### config.mk
export PLATFORM = sky130hd
export DESIGN_NAME = stopwatch_counter
export DESIGN_NICKNAME = d
export VERILOG_FILES = /design/src/rtl/stopwatch_pkg.sv /design/src/rtl/tick_gen.sv /design/src/rtl/stopwatch_counter.sv
export SDC_FILE = /design/constraint.sdc
export NUM_CORES = 1
export LEC_CHECK = 0
export ABC_CLOCK_PERIOD_IN_PS = 3200
export CORE_ASPECT_RATIO = 2
export CORE_MARGIN = 2
export CORE_UTILIZATION = 45
export DETAILED_ROUTE_END_ITERATION = 10
export PLACE_DENSITY_LB_ADDON = 0.3
export SLEW_MARGIN = 10
export SYNTH_ARGS = -nofsm -noshare
export SYNTH_HDL_FRONTEND = slang
export SYNTH_SLANG_ARGS = --single-unit
export TNS_END_PERCENT = 30
### constraint.sdc
create_clock -name clk -period 3.2 [get_ports clk]
set_clock_uncertainty 0.15 [all_clocks]
set_input_delay 0.64 -clock clk [delete_from_list [all_inputs] [get_ports clk]]
set_output_delay 0.64 -clock clk [all_outputs]
set_load 0.01 [all_outputs]
### src/rtl/stopwatch_pkg.sv
// ============================================================================
// Module      : stopwatch_pkg
// Description : Shared types and constants for the mm:ss stopwatch counter.
// Revision    : 1.0 - initial release
// ============================================================================
`default_nettype none

package stopwatch_pkg;

  // Width of the seconds and minutes counts (enough for 0..59)
  localparam int CNT_W = 6;

  // Highest displayed value of each field before it rolls over
  localparam logic [CNT_W-1:0] MAX_SEC = 6'd59;
  localparam logic [CNT_W-1:0] MAX_MIN = 6'd59;

  // Control FSM states
  typedef enum logic [1:0] {
    IDLE  = 2'd0,
    RUN   = 2'd1,
    PAUSE = 2'd2
  } state_t;

endpackage : stopwatch_pkg

`default_nettype wire

### src/rtl/tick_gen.sv
// ============================================================================
// Module      : tick_gen
// Description : Prescaler counting 0..TICK_DIV-1 while enabled; flags the
//               cycle in which the count wraps (one counted second is due).
// Revision    : 1.0 - initial release
// ============================================================================
`default_nettype none

module tick_gen #(
  parameter int TICK_DIV = 4
) (
  input  logic clk,
  input  logic reset,
  input  logic enable,
  input  logic clear,
  output logic tick
);

  localparam int                 c_CNT_W = (TICK_DIV > 1) ? $clog2(TICK_DIV) : 1;
  localparam logic [c_CNT_W-1:0] c_LAST  = c_CNT_W'(TICK_DIV - 1);
  localparam logic [c_CNT_W-1:0] c_ONE   = c_CNT_W'(1);

  logic [c_CNT_W-1:0] r_cnt;
  logic               w_last;

  // Due flag: enabled and sitting on the final count of the second
  assign w_last = (r_cnt == c_LAST);
  assign tick   = enable & w_last;

  // Prescaler register: zeroed by clear, holds when disabled so the
  // fraction of a second survives a pause
  always_ff @(posedge clk or posedge reset) begin
    if (reset) begin
      r_cnt <= '0;
    end else if (clear) begin
      r_cnt <= '0;
    end else if (enable) begin
      r_cnt <= w_last ? '0 : (r_cnt + c_ONE);
    end
  end

endmodule : tick_gen

`default_nettype wire

### src/rtl/stopwatch_counter.sv
// ============================================================================
// Module      : stopwatch_counter
// Description : Start/stop/clear stopwatch producing binary seconds and
//               minutes (00:00..59:59) with tick and rollover pulses.
// Revision    : 1.0 - initial release
// ============================================================================
`default_nettype none

module stopwatch_counter
  import stopwatch_pkg::*;
#(
  parameter int CLK_HZ   = 100000000,
  parameter int TICK_DIV = CLK_HZ
) (
  input  logic             clk,
  input  logic             reset,
  input  logic             start,
  input  logic             stop,
  input  logic             clear,
  output logic [CNT_W-1:0] seconds,
  output logic [CNT_W-1:0] minutes,
  output logic             running,
  output logic             tick,
  output logic             wrap
);

  localparam logic [CNT_W-1:0] c_ONE = CNT_W'(1);

  state_t           r_state;
  state_t           w_state_nxt;
  logic             w_in_run;
  logic             w_presc_en;
  logic             w_presc_clr;
  logic             w_due;
  logic             w_sec_last;
  logic             w_min_last;
  logic [CNT_W-1:0] r_sec;
  logic [CNT_W-1:0] r_min;
  logic             r_tick;
  logic             r_wrap;

  assign w_in_run = (r_state == RUN);

  // A clear arriving in RUN must suppress the tick due on that same edge,
  // so it gates the prescaler enable as well as zeroing it
  assign w_presc_en  = w_in_run & ~clear;
  assign w_presc_clr = clear | (r_state == IDLE);

  tick_gen #(
    .TICK_DIV (TICK_DIV)
  ) u_tick_gen (
    .clk    (clk),
    .reset  (reset),
    .enable (w_presc_en),
    .clear  (w_presc_clr),
    .tick   (w_due)
  );

  // State register
  always_ff @(posedge clk or posedge reset) begin
    if (reset) begin
      r_state <= IDLE;
    end else begin
      r_state <= w_state_nxt;
    end
  end

  // Next state: clear beats stop beats start; stop outside RUN swallows a
  // simultaneous start
  always_comb begin
    w_state_nxt = r_state;
    if (clear) begin
      w_state_nxt = IDLE;
    end else if (stop) begin
      if (r_state == RUN) begin
        w_state_nxt = PAUSE;
      end
    end else if (start) begin
      if ((r_state == IDLE) || (r_state == PAUSE)) begin
        w_state_nxt = RUN;
      end
    end
  end

  // Rollover points; >= keeps the fields inside 0..59 even from a bad value
  assign w_sec_last = (r_sec >= MAX_SEC);
  assign w_min_last = (r_min >= MAX_MIN);

  // Seconds/minutes counters plus registered tick and wrap pulses, all
  // updating on the same edge so new value and pulse appear together
  always_ff @(posedge clk or posedge reset) begin
    if (reset) begin
      r_sec  <= '0;
      r_min  <= '0;
      r_tick <= 1'b0;
      r_wrap <= 1'b0;
    end else begin
      r_tick <= w_due;
      r_wrap <= w_due & w_sec_last & w_min_last;
      if (clear) begin
        r_sec <= '0;
        r_min <= '0;
      end else if (w_due) begin
        if (w_sec_last) begin
          r_sec <= '0;
          r_min <= w_min_last ? '0 : (r_min + c_ONE);
        end else begin
          r_sec <= r_sec + c_ONE;
        end
      end
    end
  end

  assign seconds = r_sec;
  assign minutes = r_min;
  assign running = w_in_run;
  assign tick    = r_tick;
  assign wrap    = r_wrap;

endmodule : stopwatch_counter

`default_nettype wire

==> metrics.txt <==
CTS root buf=clkbuf_8; Syn Std Cell Area=2361 µm²; first-pass GRT wire length=9625 µm; worst reg2reg path depth=6; Hold Path Cell Cnt=1; Final Max Tran Viols=0; HP Class=reg -> reg; final period utilization=83.21%; synth warn=0; DR WL/cell=roughly 17 µm; most frequent cells after synthesis=43 x dfrtp_1, 20 x a21oi_1, 19 x nand2_1; post-route ant nets=0; Layout area overhead=16.06%; Sink Count=43; initial antenna violation count=0; hold buffer count at CTS=0; run status=complete, no violations; die area=5877 µm²; total number of vias=approximately 2100; Post-synth EDFFs=0; pre-CTS setup slack=0.5781 ns; CP max FO=7; post-synthesis sequential area ratio=45.57%; CTS Buffer Depth=2; Tot GR Track Use=20.75%; die width=between 50 and 60 µm; Synth Area in XOR/XNOR=2.597%; FF-to-FF setup slack=0.54 ns; post-route cell area=2740 µm²; arrival time at the worst endpoint=2.76 ns; Worst-Skew Late Latency=0.31 ns; Synth Area in Simple Gates=between 20% and 30%; # diodes=0; CTS Buf Count=5; CTS HTree Levels=2; Top FF cell, synth=dfrtp_1; fin worst setup slack=roughly 0.54 ns; WL final=about 5600 µm; Syn Area/Cell=approximately 9.3 µm²; Placed Area=between 2000 and 3000 µm²; Crit Path Category=reg -> reg; Post-Route M1 WL=approximately 2100 µm; Fin Setup TNS=0 ns; post-synthesis mux area share=under 10%; Adder-Cell Fraction of Synth Area=1.590%; Syn Nets=263; CTS tree=built; largest net degree at the start of global routing=44; CP Cell Sequence=ha_1 -> nand4_4 -> or4b_4 -> or3_1 -> or4_1 -> nand3_1; crit path from=u_tick_gen.r_cnt[0]$_DFFE_PP0P_; Final min period=2.663 ns; endpoints failing hold=0; Hold Crit Endpoint=u_tick_gen.r_cnt[26]$_DFFE_PP0P_; total gr overflow=0; Setup crit start kind=register; FP Rows=37; Ports=20; initial core utilization=46.36%; post-cts sizing count=0; layout net count=~290; GPL Wtd Cong=0.8818; die height=approximately 110 µm; RSZ-0062 raised after global routing=no; largest family of logic cells by synthesized area=simple AND/OR/NAND/NOR gates; vias in the first global route=2157; Post-CTS Setup Bufs=0; synth unique cells=49; Top Layer Used=met4; worst r2r dst=seconds[5]$_DFFE_PP0P_; Mapped Cells=255; fmax=approximately 0.38 GHz; Power Density=about 350 nW/µm²; CP peak stage delay=0.56 ns; Yosys reg bits=43; max_cap viols=0; Slew @ Worst Pin=0.7877 ns; wire length on met2=3157 µm; min-delay src=u_tick_gen.r_cnt[26]$_DFFE_PP0P_; core area=5092 µm²; WL met3=149 µm; # port buffers=19; number of cells after detailed placement=331; Critical Path RT=approximately 3.3 ns; Synth Area in Compound Gates=19.50%; non-filler cells, final=338; ys async rst share=100.0%; CP max-delay cell=or4b_4; Worst R2R Start=u_tick_gen.r_cnt[0]$_DFFE_PP0P_; Pre-Repair DR Iteration Count=4; fraction of layout cells with a size suffix above 1=9.286%; VDD IR max=between 0.3 and 0.4 mV; cell taking the most area after synthesis=dfrtp_1; Worst slew margin=between 40% and 50%; Post-DP HPWL=about 4000 µm; Setup violations, final=0; top cell type's share of synthesized area=between 40% and 50%; clock slew at the register clock pins of the worst setup and hold paths=0.08 ns; Post-route DRC=0; DRT iter0 DRCs=100; Vias/cell=6.216; Filler cells=between 400 and 500; CP Capture Type=register; Leakage=between 0.001 and 0.0015 µW; top-count cell post-synth=dfrtp_1; Area contributors post-synth=dfrtp_1 46%, a21oi_1 4.2%, a31oi_1 4.0%, nand3_1 3.2%, nand2_1 3.0%
-- flip-flops by register name, summed over array words and instances (netlist names) --
signal	cells
wrap	1
r_state	2
seconds	6
minutes	6
tick	1
u_tick_gen.r_cnt	27
-- final cells by class --
type | instances | area, µm² | area share (%)
clock buffers | 6 | 82.58 | 3.014
clock inverters | 1 | 5.005 | 0.1826
inverters | 7 | 26.28 | 0.9589
multi-input cells | 195 | 1220 | 44.52
flip-flops and latches | 43 | 1076 | 39.27
well taps | 58 | 72.57 | 2.648
repair buffers | 28 | 257.7 | 9.406
-- metal layers --
metal	up-vias	GRT usage, %
li1	1009	-
met1	1046	20.72
met2	35	39.12
met3	11	3.528
met4	0	11.67
met5	-	0
-- logic make-up after synthesis --
group / Yosys count
buf+inv: 17
mux: 3
xor+xnor: 7
simple gates: 110
fa+ha+maj: 3
flops: 43
compound gates: 72
-- worst max path at each step --
stage / endpoint / cells past startpoint / slack [ns]
global route: seconds[5]$_DFFE_PP0P_ / 6 / 0.43
CTS: seconds[5]$_DFFE_PP0P_ / 6 / 0.55
floorplan: seconds[5]$_DFFE_PP0P_ / 7 / 0.66
global placement: seconds[5]$_DFFE_PP0P_ / 6 / 0.60
finish: seconds[5]$_DFFE_PP0P_ / 6 / 0.54
detailed placement: seconds[5]$_DFFE_PP0P_ / 6 / 0.58
-- per-stage QoR --
step	utilization, %	total power, µW	hold WS, ns
after floorplan	-	584.2	0.2921
final	53.81	947.7	0.3580
after detailed placement	52.09	603.2	0.3445
after CTS	53.81	959.7	0.3556
after global routing	53.81	985.4	0.3686
after global placement	52.09	602.8	0.3314
-- cell usage in the layout, fill, tap and decap left out, types with 2 or more instances in the layout --
cell type,instances
or3_1,3
clkdlybuf4s50_1,19
a21o_1,3
a21oi_1,20
nor4_1,9
o21bai_1,3
and2_1,4
a31oi_1,15
nor4b_1,2
inv_1,7
nor2b_1,4
nand2b_1,7
nor3_1,9
nand3_1,15
o21ai_0,12
buf_4,9
o31ai_1,2
nor2_1,12
and4_1,2
or2_2,3
nand2_1,19
dfrtp_1,43
and3_1,3
xnor2_1,5
a22oi_1,2
a41oi_1,2
o2111ai_1,2
xor2_1,2
mux2i_1,2
nand3b_1,3
o2111a_1,2
nand4_1,7
ha_1,3
clkbuf_8,6
a22o_1,3
-- critical path, delay by kind of cell, from the launching register on --
kind	cells	cell delay, ns
fa+ha+maj	1	0.26
flops	1	0.39
simple gates	5	1.80
-- where the power goes --
| group | total [µW] | switching (µW) | internal [µW] |
|---|---|---|---|
| Combinational | 45.2 | 29.7 | 15.5 |
| Clock | 356 | 186 | 169 |
| Sequential | 547 | 2.10 | 544 |
| Total | 948 | 218 | 729 |
Power figures use the tool's default switching activity.
